$ cat src/rtl/seq_demux_decoder_pkg.sv
// Shared encodings for the sequenced demux/decoder: operating modes and scan FSM states.
package seq_demux_decoder_pkg;

    typedef enum logic [1:0] {
        MODE_OFF   = 2'b00,
        MODE_PULSE = 2'b01,
        MODE_LATCH = 2'b10,
        MODE_SCAN  = 2'b11
    } mode_e;

    typedef enum logic {
        SCAN_IDLE  = 1'b0,
        SCAN_DWELL = 1'b1
    } scan_state_e;

endpackage

$ cat src/rtl/seq_demux_decoder_onehot_decoder.sv
// Purely combinational binary-to-one-hot decoder: onehot = 1 << sel.
module onehot_decoder #(
    parameter int SEL_W = 4
) (
    input  logic [SEL_W-1:0]      sel,
    output logic [(1<<SEL_W)-1:0] onehot
);

    // Set exactly the bit addressed by sel.
    always_comb begin
        onehot      = {(1<<SEL_W){1'b0}};
        onehot[sel] = 1'b1;
    end

endmodule

$ cat src/rtl/seq_demux_decoder.sv
// Registered one-hot channel decoder with data routing and pulse, latch and auto-scan modes.
module seq_demux_decoder
    import seq_demux_decoder_pkg::*;
#(
    parameter int SEL_W   = 4,
    parameter int DATA_W  = 8,
    parameter int DWELL_W = 8
) (
    input  logic                  clk,
    input  logic                  rst,
    input  logic [1:0]            mode,
    input  logic                  in_valid,
    input  logic [SEL_W-1:0]      sel,
    input  logic [DATA_W-1:0]     din,
    input  logic [DWELL_W-1:0]    dwell,
    output logic [(1<<SEL_W)-1:0] y,
    output logic [SEL_W-1:0]      y_idx,
    output logic [DATA_W-1:0]     y_data,
    output logic                  y_valid,
    output logic                  scan_wrap
);

    localparam int NCH = 1 << SEL_W;

    mode_e              mode_q_r;
    scan_state_e        state_r;
    logic [SEL_W-1:0]   scan_idx_r;
    logic [DWELL_W-1:0] dwell_cnt_r;

    logic [SEL_W-1:0]   scan_next_s;
    logic [SEL_W-1:0]   dec_sel_s;
    logic [NCH-1:0]     dec_s;
    logic               mode_chg_s;

    // Next scan channel and decoder source; >= lets a shrunk dwell advance immediately.
    always_comb begin
        scan_next_s = scan_idx_r;
        if (state_r == SCAN_IDLE) begin
            scan_next_s = {SEL_W{1'b0}};
        end else if (dwell_cnt_r >= dwell) begin
            scan_next_s = scan_idx_r + SEL_W'(1'b1);
        end else begin
            scan_next_s = scan_idx_r;
        end

        if (mode_q_r == MODE_SCAN) begin
            dec_sel_s = scan_next_s;
        end else begin
            dec_sel_s = sel;
        end

        mode_chg_s = (mode != mode_q_r);
    end

    onehot_decoder #(.SEL_W(SEL_W)) u_onehot_decoder (
        .sel    (dec_sel_s),
        .onehot (dec_s)
    );

    // Mode tracking, scan FSM and all registered outputs.
    always_ff @(posedge clk) begin
        if (rst) begin
            mode_q_r    <= MODE_OFF;
            state_r     <= SCAN_IDLE;
            scan_idx_r  <= {SEL_W{1'b0}};
            dwell_cnt_r <= {DWELL_W{1'b0}};
            y           <= {NCH{1'b0}};
            y_idx       <= {SEL_W{1'b0}};
            y_data      <= {DATA_W{1'b0}};
            y_valid     <= 1'b0;
            scan_wrap   <= 1'b0;
        end else if (mode_chg_s) begin
            // A mode switch blanks the outputs for one cycle; y_idx/y_data keep their last value.
            mode_q_r    <= mode_e'(mode);
            state_r     <= SCAN_IDLE;
            scan_idx_r  <= {SEL_W{1'b0}};
            dwell_cnt_r <= {DWELL_W{1'b0}};
            y           <= {NCH{1'b0}};
            y_valid     <= 1'b0;
            scan_wrap   <= 1'b0;
        end else begin
            scan_wrap <= 1'b0;
            case (mode_q_r)
                MODE_OFF: begin
                    y       <= {NCH{1'b0}};
                    y_valid <= 1'b0;
                end
                MODE_PULSE: begin
                    if (in_valid) begin
                        y       <= dec_s;
                        y_idx   <= sel;
                        y_data  <= din;
                        y_valid <= 1'b1;
                    end else begin
                        y       <= {NCH{1'b0}};
                        y_valid <= 1'b0;
                    end
                end
                MODE_LATCH: begin
                    if (in_valid) begin
                        y       <= dec_s;
                        y_idx   <= sel;
                        y_data  <= din;
                        y_valid <= 1'b1;
                    end else begin
                        y       <= y;
                        y_valid <= y_valid;
                    end
                end
                MODE_SCAN: begin
                    y          <= dec_s;
                    y_idx      <= scan_next_s;
                    y_data     <= din;
                    y_valid    <= 1'b1;
                    scan_idx_r <= scan_next_s;
                    case (state_r)
                        SCAN_IDLE: begin
                            state_r     <= SCAN_DWELL;
                            dwell_cnt_r <= {DWELL_W{1'b0}};
                        end
                        SCAN_DWELL: begin
                            if (dwell_cnt_r >= dwell) begin
                                dwell_cnt_r <= {DWELL_W{1'b0}};
                                scan_wrap   <= (scan_next_s == {SEL_W{1'b0}});
                            end else begin
                                dwell_cnt_r <= dwell_cnt_r + DWELL_W'(1'b1);
                            end
                        end
                        default: begin
                            state_r <= SCAN_IDLE;
                        end
                    endcase
                end
                default: begin
                    y       <= {NCH{1'b0}};
                    y_valid <= 1'b0;
                end
            endcase
        end
    end

endmodule
$ cat config.mk
export PLATFORM = sky130hd
export DESIGN_NAME = seq_demux_decoder
export DESIGN_NICKNAME = d
export VERILOG_FILES = /design/src/rtl/seq_demux_decoder_pkg.sv /design/src/rtl/seq_demux_decoder_onehot_decoder.sv /design/src/rtl/seq_demux_decoder.sv
export SDC_FILE = /design/constraint.sdc
export NUM_CORES = 1
export LEC_CHECK = 0
export CAP_MARGIN = 5
export CORE_ASPECT_RATIO = 1.1
export CORE_UTILIZATION = 35
export CTS_CLUSTER_DIAMETER = 40
export CTS_CLUSTER_SIZE = 30
export DETAILED_ROUTE_END_ITERATION = 6
export HOLD_SLACK_MARGIN = 0.02
export PLACE_DENSITY = 0.66
export SLEW_MARGIN = 25
export SYNTH_ARGS = -nofsm -noshare
export SYNTH_HDL_FRONTEND = slang
export SYNTH_SLANG_ARGS = --single-unit
$ cat constraint.sdc
create_clock -name clk -period 2.8 [get_ports clk]
set_clock_uncertainty 0.15 [all_clocks]
set_input_delay 0.84 -clock clk [delete_from_list [all_inputs] [get_ports clk]]
set_output_delay 0.84 -clock clk [all_outputs]
set_load 0.005 [all_outputs]
==> results of run 1 <==
## per-stage QoR
| step | worst slack, ns | cell area [µm²] | instances | util [%] | total power (W) |
|---|---|---|---|---|---|
| 6_report | 0.008603 | 3337 | 410 | 56.77 | 0.001225 |
| 5_1_grt | -0.03093 | 3337 | 410 | 56.77 | 0.001282 |
| 4_1_cts | 0.01283 | 3268 | 411 | 55.60 | 0.001232 |
| 3_5_place_dp | -0.7254 | 2988 | 394 | 50.83 | 0.0008199 |
| 3_3_place_gp | -0.7330 | 2988 | 394 | 50.83 | 0.0008173 |
| 2_1_floorplan | 0.001841 | 2220 | 249 | - | 0.0007367 |
## worst max-delay path, delay by kind of cell
family | cells | cell delay, ns
fa+ha+maj | 1 | 0.25
compound gates | 4 | 0.67
simple gates | 1 | 0.41
mux | 1 | 0.28
buf+inv | 3 | 0.43
## timing repair
item                                   in CTS  in global routing
hold buffers                                0                  0
setup buffers                              10                  2
pin swaps                                  21                 22
setup endpoints to repair                  30                 19
endpoints found under the hold margin       0                  0
resized for setup                          39                 31
## layout by cell type (no fill, tap or decap), types with 6 or more instances in the layout
cell,netlist,routed
sky130_fd_sc_hd__clkdlybuf4s50_1,0,46
sky130_fd_sc_hd__dfxtp_1,45,45
sky130_fd_sc_hd__buf_4,0,27
sky130_fd_sc_hd__nor2_1,27,26
sky130_fd_sc_hd__nand2_1,25,25
sky130_fd_sc_hd__o21ai_1,9,14
sky130_fd_sc_hd__a21oi_1,14,12
sky130_fd_sc_hd__inv_1,14,9
sky130_fd_sc_hd__mux2i_1,10,9
sky130_fd_sc_hd__o21ai_0,17,8
sky130_fd_sc_hd__nand3_1,8,7
sky130_fd_sc_hd__ha_1,14,7
sky130_fd_sc_hd__ha_4,0,6
## per-layer routing
| metal | wire, µm | track usage (%) |
|---|---|---|
| met4 | 57 | 5.317 |
| met5 | 0 | 0 |
| met3 | 163 | 3.152 |
| met2 | 2804 | 29.77 |
| met1 | 2415 | 21.23 |
## state kept, by name (all words and copies together) (netlist names)
| name | cells |
|---|---|
| state_r | 1 |
| mode_q_r | 2 |
| y_valid | 1 |
| scan_wrap | 1 |
| scan_idx_r | 4 |
| y_idx | 4 |
| y | 16 |
| dwell_cnt_r | 8 |
| y_data | 8 |
## power groups by stage
stage               clock, W  sequential [W]  combinational [W]
global route        0.000446        0.000658           0.000178
CTS                 0.000417        0.000657           0.000158
floorplan                  0        0.000672          0.0000648
detailed placement         0        0.000672           0.000148
global placement           0        0.000671           0.000146
finish              0.000406        0.000657           0.000162
## worst max path at each step
| stage | cells past startpoint | endpoint |
|---|---|---|
| after detailed placement | 10 | scan_wrap$_SDFF_PP0_ |
| after global placement | 10 | scan_wrap$_SDFF_PP0_ |
| after CTS | 10 | y[13]$_SDFFE_PP0P_ |
| after global routing | 11 | y[10]$_SDFFE_PP0P_ |
| final | 10 | y[13]$_SDFFE_PP0P_ |
| after floorplan | 9 | y[2]$_SDFFE_PP0P_ |
## final cells by class
type | count | area [µm²]
repair buffers | 83 | 750.7
fillers | 539 | 2541
clock buffers | 5 | 68.82
well taps | 77 | 96.34
inverters | 15 | 58.81
multi-input cells | 182 | 1440
flip-flops and latches | 45 | 900.9
clock inverters | 3 | 21.27
## logic make-up after synthesis
kind of cell             after synthesis
buffers and inverters                 22
AO/OA/AOI/OAI                         66
multiplexers                          10
XOR/XNOR                               4
AND/OR/NAND/NOR                       88
flip-flops                            45
adder cells (fa/ha/maj)               14
==> metrics.md, run 1 <==
| Metric | Value |
|---|---|
| Status | complete, no violations |
| Element type at the critical path end | flip-flop |
| Max-cap violations | 0 |
| Pins Over Slew Limit | 0 |
| Count of nets after finishing | 371 |
| Overall die width | 77.20 µm |
| Cell breakdown of the critical path | dlygate4sd2_1 -> inv_2 -> ha_4 -> o211ai_1 -> a31oi_4 -> mux2i_2 -> a221oi_2 -> buf_4 -> or3b_4 -> o21ai_1 |
| Setup repair after global routing missed its margin | yes |
| Via count | 2057 |
| Starting DRC count in detailed routing | 124 |
| Antenna violations before repair | 0 |
| Yosys warning total | 0 |
| Share of total power in combinational logic | 13.2% |
| Detail-routed net length per standard cell | 13.27 µm |
| Mux share of post-synthesis cell area | 4.598% |
| Worst-Margin Slew | 0.4665 ns |
| Start point of the worst min-delay path | y[4]$_SDFFE_PP0P_ |
| GRT Residual Overflow | 0 |
| Most instantiated flip-flop cell in the synthesis netlist | sky130_fd_sc_hd__dfxtp_1 |
| Number of remaining DRC errors | 0 |
| Number of setup violations in the final report | 0 |
| Type of the most critical hold path | reg2reg |
| Syn_nets | 288 |
| Ports | 55 |
| Origin of the critical flop-to-flop path | dwell_cnt_r[1]$_SDFFE_PP0N_ |
| Ratio of cells with drive above 1 in the final layout | 24.92% |
| Time the worst path needs with I/O delays and setup | 2.791 ns |
| Vertical die dimension | 84.72 µm |
| Sw frac | 24.85% |
| Worst-skew pair later-pin latency | 0.30 ns |
| CTS tree | yes |
| Required time of the critical path | 2.88 ns |
| Net switching power | 0.0003043 W |
| Logic depth of the worst register-to-register path | 9 |
| Wire length of the first global-routing pass | 8949 µm |
| Max frequency | 0.3582 GHz |
| Vias/cell | 5.017 |
| Total GRT Usage | 17.10% |
| Area grow syn2layout | 53.28% |
| Number of enable-type register cells in the synthesized netlist | 0 |
| Combinational family with the most area after synthesis | compound AO/OA/AOI/OAI gates |
| Post-synthesis async set-or-reset flop share | 0% |
| Simple-gate portion of the synthesized area | 19.89% |
| Compound-gate portion of the synthesized area | 20.69% |
| Sequential share of power | 53.6% |
| Effective utilization at floorplan | 37.04% |
| Final number of hold-violating endpoints | 0 |
| Clock slew at the register clock pins of the worst setup and hold paths | 0.09 ns |
| Die Footprint | 0.006540 mm² |
| Clock root buffer | sky130_fd_sc_hd__clkbuf_8 |
| Slowest stage cell, crit path | sky130_fd_sc_hd__or3b_4 |
| Final weighted congestion in routability-driven placement | 0.8138 |
| Via count of the first global-routing pass | 1934 |
| Startpoint of the most critical setup path | dwell[3] |
| Fraction of the mapped netlist area in adder cells | 8.046% |
| Routed Wire Length | 5439 µm |
| Placeable core region | 0.005878 mm² |
| Clock Path Buffers | 2 |
| Cell depth of the worst hold path | 2 |
| Depth of the CTS H-tree | 2 |
| Sequential share of the synthesized area | 41.38% |
| Hold Worst Slack | 0.2964 ns |
| Most used standard cell by instance count after synthesis | sky130_fd_sc_hd__dfxtp_1 |
| Flop-to-flop setup slack | 0.28 ns |
| Detailed placement HPWL | 3913 µm |
| Post-synth top cells | 45 x sky130_fd_sc_hd__dfxtp_1, 27 x sky130_fd_sc_hd__nor2_1, 25 x sky130_fd_sc_hd__nand2_1 |
| Highest ir drop seen on vdd | 218.6 µV |
| Combined area of all synthesized cells | 0.002177 mm² |
| Number of distinct library cells after synthesis | 43 |
| Count of mapped cells out of synthesis | 249 |
| Ant diodes | 0 |
| Number of synthesized register bits | 45 |
| Relative slew margins | 68.90% |
| Share of power burned in the clock network | 33.2% |
| Clock buffers created by TritonCTS | 5 |
| Peak per-stage delay on the critical path | 0.41 ns |
| Num rows | 29 |
| Critical-path maximum fanout | 4 |
| Leakage power total | 1.191 nW |
| Maximum number of pins on one net before global-route repair | 17 |
| Number of nets with antenna violations after detailed routing | 0 |
| Top area cells in the synthesized netlist | sky130_fd_sc_hd__dfxtp_1 41%, sky130_fd_sc_hd__ha_1 8.0%, sky130_fd_sc_hd__nor2_1 4.7%, sky130_fd_sc_hd__mux2i_1 4.6%, sky130_fd_sc_hd__nand2_1 4.3% |
| Final sum of negative setup slack | 0 ns |
| Portion of synthesized cell area occupied by the leading cell type | 41.38% |
| Clock Sinks | 45 |
| Reg-to-reg critical path endpoint | y[13]$_SDFFE_PP0P_ |
| Final period util | 99.69% |
| Arr. time, crit path | 2.87 ns |
| Mean cell area of the mapped netlist | 8.743 µm² |
| Total of buffers placed on input and output ports | 54 |
| Synth Area in XOR/XNOR | 1.609% |
| Hold Crit Endpoint | y[4]$_SDFFE_PP0P_ |
| Cell-internal power | 0.0009205 W |
| Critical path start-end classification | in2reg |
| Dominant cell type by area after synthesis | sky130_fd_sc_hd__dfxtp_1 |
| Worst setup SP type | input port |
| Power density over the cells | 367.0 mW/mm² |
| Drt first pass iters | 4 |
Power figures use the tool's default switching activity.
==> inputs of run 2 (changes only) <==
--- a/config.mk
+++ b/config.mk
@@ -13,6 +13,7 @@
 export DETAILED_ROUTE_END_ITERATION = 6
 export HOLD_SLACK_MARGIN = 0.02
 export PLACE_DENSITY = 0.66
+export RECOVER_POWER = 100
 export SLEW_MARGIN = 25
 export SYNTH_ARGS = -nofsm -noshare
 export SYNTH_HDL_FRONTEND = slang
==> run 2 against run 1 <==
  * Worst setup slack worse by 0.0045 ns
  * Clock power is essentially flat
  * Count of clock-buffer cells in the layout unchanged
  * Die area stayed put
  * Combinational power shrank 2%
  * Via count is 0.19% higher
  * Power decreased by 0.43%
  * Non-clock buffer count unchanged
  * Sequential share of layout area about the same
  * Sequential power about the same
  * First-iteration DRC count rose by 5.6%
  * Register-to-register slack about the same
  * Critical path type unchanged
==> metrics.md, run 2 (synthesis results as in run 1) <==
| Metric | Value |
|---|---|
| Starting DRC count in detailed routing | 131 (was 124) |
| Cell depth of the worst hold path | 2 (unchanged) |
| Hold Crit Endpoint | y[4]$_SDFFE_PP0P_ (unchanged) |
| Total GRT Usage | 17.10% (unchanged) |
| Worst-Margin Slew | 0.6120 ns (was 0.4665 ns) |
| Worst-skew pair later-pin latency | 0.29 ns (was 0.30 ns) |
| Detailed-routing wirelength on met1 | 2390 µm (was 2415 µm) |
| Number of nets with antenna violations after detailed routing | 0 (unchanged) |
| Number of setup violations in the final report | 0 (unchanged) |
| Vertical die dimension | 84.72 µm (unchanged) |
| Leakage power total | 1.291 nW (was 1.191 nW) |
| Final weighted congestion in routability-driven placement | 0.8138 (unchanged) |
| Largest register by flop count | y (unchanged) |
| Highest ir drop seen on vdd | 217.9 µV (was 218.6 µV) |
| Overall Power | 0.001220 W (was 0.001225 W) |
| Start point of the worst min-delay path | y[4]$_SDFFE_PP0P_ (unchanged) |
| Relative slew margins | 59.20% (was 68.90%) |
| Commonest non-fill, non-tap cell in the layout | sky130_fd_sc_hd__dfxtp_1 (was sky130_fd_sc_hd__clkdlybuf4s50_1) |
| Setup repair after global routing missed its margin | yes (unchanged) |
| Vias/cell | 5.027 (was 5.017) |
| Number of remaining DRC errors | 0 (unchanged) |
| Arr. time, crit path | 2.88 ns (was 2.87 ns) |
| Ant diodes | 0 (unchanged) |
| Worst setup SP type | input port (unchanged) |
| Die Footprint | 0.006540 mm² (unchanged) |
| Clock Path Buffers | 2 (unchanged) |
| Quantity of hold-fixing buffers added after cts | 0 (unchanged) |
| Final period util | 99.85% (was 99.69%) |
| Pins Over Slew Limit | 0 (unchanged) |
| CTS tree | yes (unchanged) |
| Ports | 55 (unchanged) |
| Wire length of the first global-routing pass | 8949 µm (unchanged) |
| Flip-flop count of the largest register, all copies and words added | 16 (unchanged) |
| Setup WS post-layout | 0.004136 ns (was 0.008603 ns) |
| Element type at the critical path end | flip-flop (unchanged) |
| DR WL met2 | 2810 µm (was 2804 µm) |
| Final number of hold-violating endpoints | 0 (unchanged) |
| Max frequency | 0.3577 GHz (was 0.3582 GHz) |
| Flop-to-flop setup slack | 0.28 ns (about the same) |
| Clock slew at the register clock pins of the worst setup and hold paths | 0.09 ns (about the same) |
| GRT Residual Overflow | 0 (unchanged) |
| Hold Worst Slack | 0.2935 ns (was 0.2964 ns) |
| Register area | 900.9 µm² (unchanged) |
| Critical-path maximum fanout | 4 (unchanged) |
| Via count | 2061 (was 2057) |
| Ratio of cells with drive above 1 in the final layout | 24.62% (was 24.92%) |
| Status | complete, no violations (unchanged) |
| Maximum number of pins on one net before global-route repair | 17 (unchanged) |
| Power density over the cells | 365.9 mW/mm² (was 367.0 mW/mm²) |
| Clock root buffer | sky130_fd_sc_hd__clkbuf_8 (unchanged) |
| Drt first pass iters | 4 (unchanged) |
| Num rows | 29 (unchanged) |
| Routed Wire Length | 5451 µm (was 5439 µm) |
| Filler cell count | 541 (was 539) |
| Depth of the CTS H-tree | 2 (unchanged) |
| Critical path start-end classification | in2reg (unchanged) |
| Clock buffers created by TritonCTS | 5 (unchanged) |
| Placeable core region | 0.005878 mm² (unchanged) |
| Detail-routed net length per standard cell | 13.30 µm (was 13.27 µm) |
| Most used cells in the layout excluding fill and tap cells | 45 x sky130_fd_sc_hd__dfxtp_1, 31 x sky130_fd_sc_hd__dlygate4sd3_1, 26 x sky130_fd_sc_hd__nor2_1, 26 x sky130_fd_sc_hd__buf_4, 25 x sky130_fd_sc_hd__nand2_1 (was 46 x sky130_fd_sc_hd__clkdlybuf4s50_1, 45 x sky130_fd_sc_hd__dfxtp_1, 27 x sky130_fd_sc_hd__buf_4, 26 x sky130_fd_sc_hd__nor2_1, 25 x sky130_fd_sc_hd__nand2_1) |
| Effective utilization at floorplan | 37.04% (unchanged) |
| Final sum of negative setup slack | 0 ns (unchanged) |
| Top Metal Used | met4 (unchanged) |
| Detailed placement HPWL | 3913 µm (unchanged) |
| Total of buffers placed on input and output ports | 54 (unchanged) |
| Met3 routed wirelength | 193 µm (was 163 µm) |
| Registers with the highest flip-flop counts | y (16), dwell_cnt_r (8), y_data (8) (unchanged) |
| Logic depth of the worst register-to-register path | 9 (unchanged) |
| Multi-input gate area | 0.001440 mm² (unchanged) |
| Origin of the critical flop-to-flop path | dwell_cnt_r[1]$_SDFFE_PP0N_ (unchanged) |
| Max-cap violations | 0 (unchanged) |
| Post-Place Cell Area | 0.002988 mm² (unchanged) |
| Count of nets after finishing | 371 (unchanged) |
| Time the worst path needs with I/O delays and setup | 2.796 ns (was 2.791 ns) |
| Antenna violations before repair | 0 (unchanged) |
| Area grow syn2layout | 53.10% (was 53.28%) |
| Required time of the critical path | 2.88 ns (about the same) |
| Overall die width | 77.20 µm (unchanged) |
| Post-Place Worst Slack | -0.7254 ns (unchanged) |
| Post-route cell area | 0.003333 mm² (was 0.003337 mm²) |
| Clock Sinks | 45 (unchanged) |
| Via count of the first global-routing pass | 1934 (unchanged) |
| Reg-to-reg critical path endpoint | y[13]$_SDFFE_PP0P_ (unchanged) |
| Type of the most critical hold path | reg2reg (unchanged) |
==> run 2: worst max path at each step <==
stage | from | slack, ns | endpoint
floorplan | dwell[5] | 0.002 | y[2]$_SDFFE_PP0P_
global placement | dwell[2] | -0.73 | scan_wrap$_SDFF_PP0_
CTS | dwell[0] | 0.01 | y[13]$_SDFFE_PP0P_
global route | dwell[1] | -0.03 | y[10]$_SDFFE_PP0P_
finish | dwell[3] | 0.004 | y[13]$_SDFFE_PP0P_
detailed placement | dwell[2] | -0.73 | scan_wrap$_SDFF_PP0_
==> run 2: metal layers <==
| metal | track usage (%) | up-vias |
|---|---|---|
| met4 | 5.317 | 0 |
| met2 | 29.77 | 53 |
| li1 | - | 1047 |
| met1 | 21.23 | 955 |
| met5 | 0 | - |
| met3 | 3.152 | 6 |
==> run 2: layout make-up <==
cell class / count / area share, %
multi-input combinational: 182 / 43.21
tap: 77 / 2.890
clock buffer: 5 / 2.065
inverter: 15 / 1.764
timing repair buffer: 83 / 22.41
sequential: 45 / 27.03
clock inverter: 3 / 0.6381
==> run 2: worst max-delay path: stages <==
cell and delay (ns):
sky130_fd_sc_hd__dlygate4sd2_1 0.20, sky130_fd_sc_hd__inv_2 0.05, sky130_fd_sc_hd__ha_4 0.25, sky130_fd_sc_hd__o211ai_1 0.16, sky130_fd_sc_hd__a31oi_4 0.32, sky130_fd_sc_hd__mux2i_2 0.28, sky130_fd_sc_hd__a221oi_2 0.06, sky130_fd_sc_hd__buf_4 0.18
sky130_fd_sc_hd__or3b_4 0.41, sky130_fd_sc_hd__o21ai_1 0.13
==> run 2: what timing repair did <==
item | in CTS | in global routing
endpoints found under the setup margin | 30 | 19
gates resized for setup | 39 | 31
pin swaps | 21 | 22
setup buffers | 10 | 2
==> run 2: stage by stage <==
stage | util (%) | cells
final | 56.71 | 410
after global routing | 56.71 | 410
after CTS | 55.60 | 411
after detailed placement | 50.83 | 394
after global placement | 50.83 | 394
after floorplan | - | 249
==> run 2: power breakdown <==
group          switching, W  total [W]  internal [W]
logic             0.0000691   0.000158     0.0000889
clock network      0.000228   0.000405      0.000177
registers        0.00000603   0.000656      0.000650
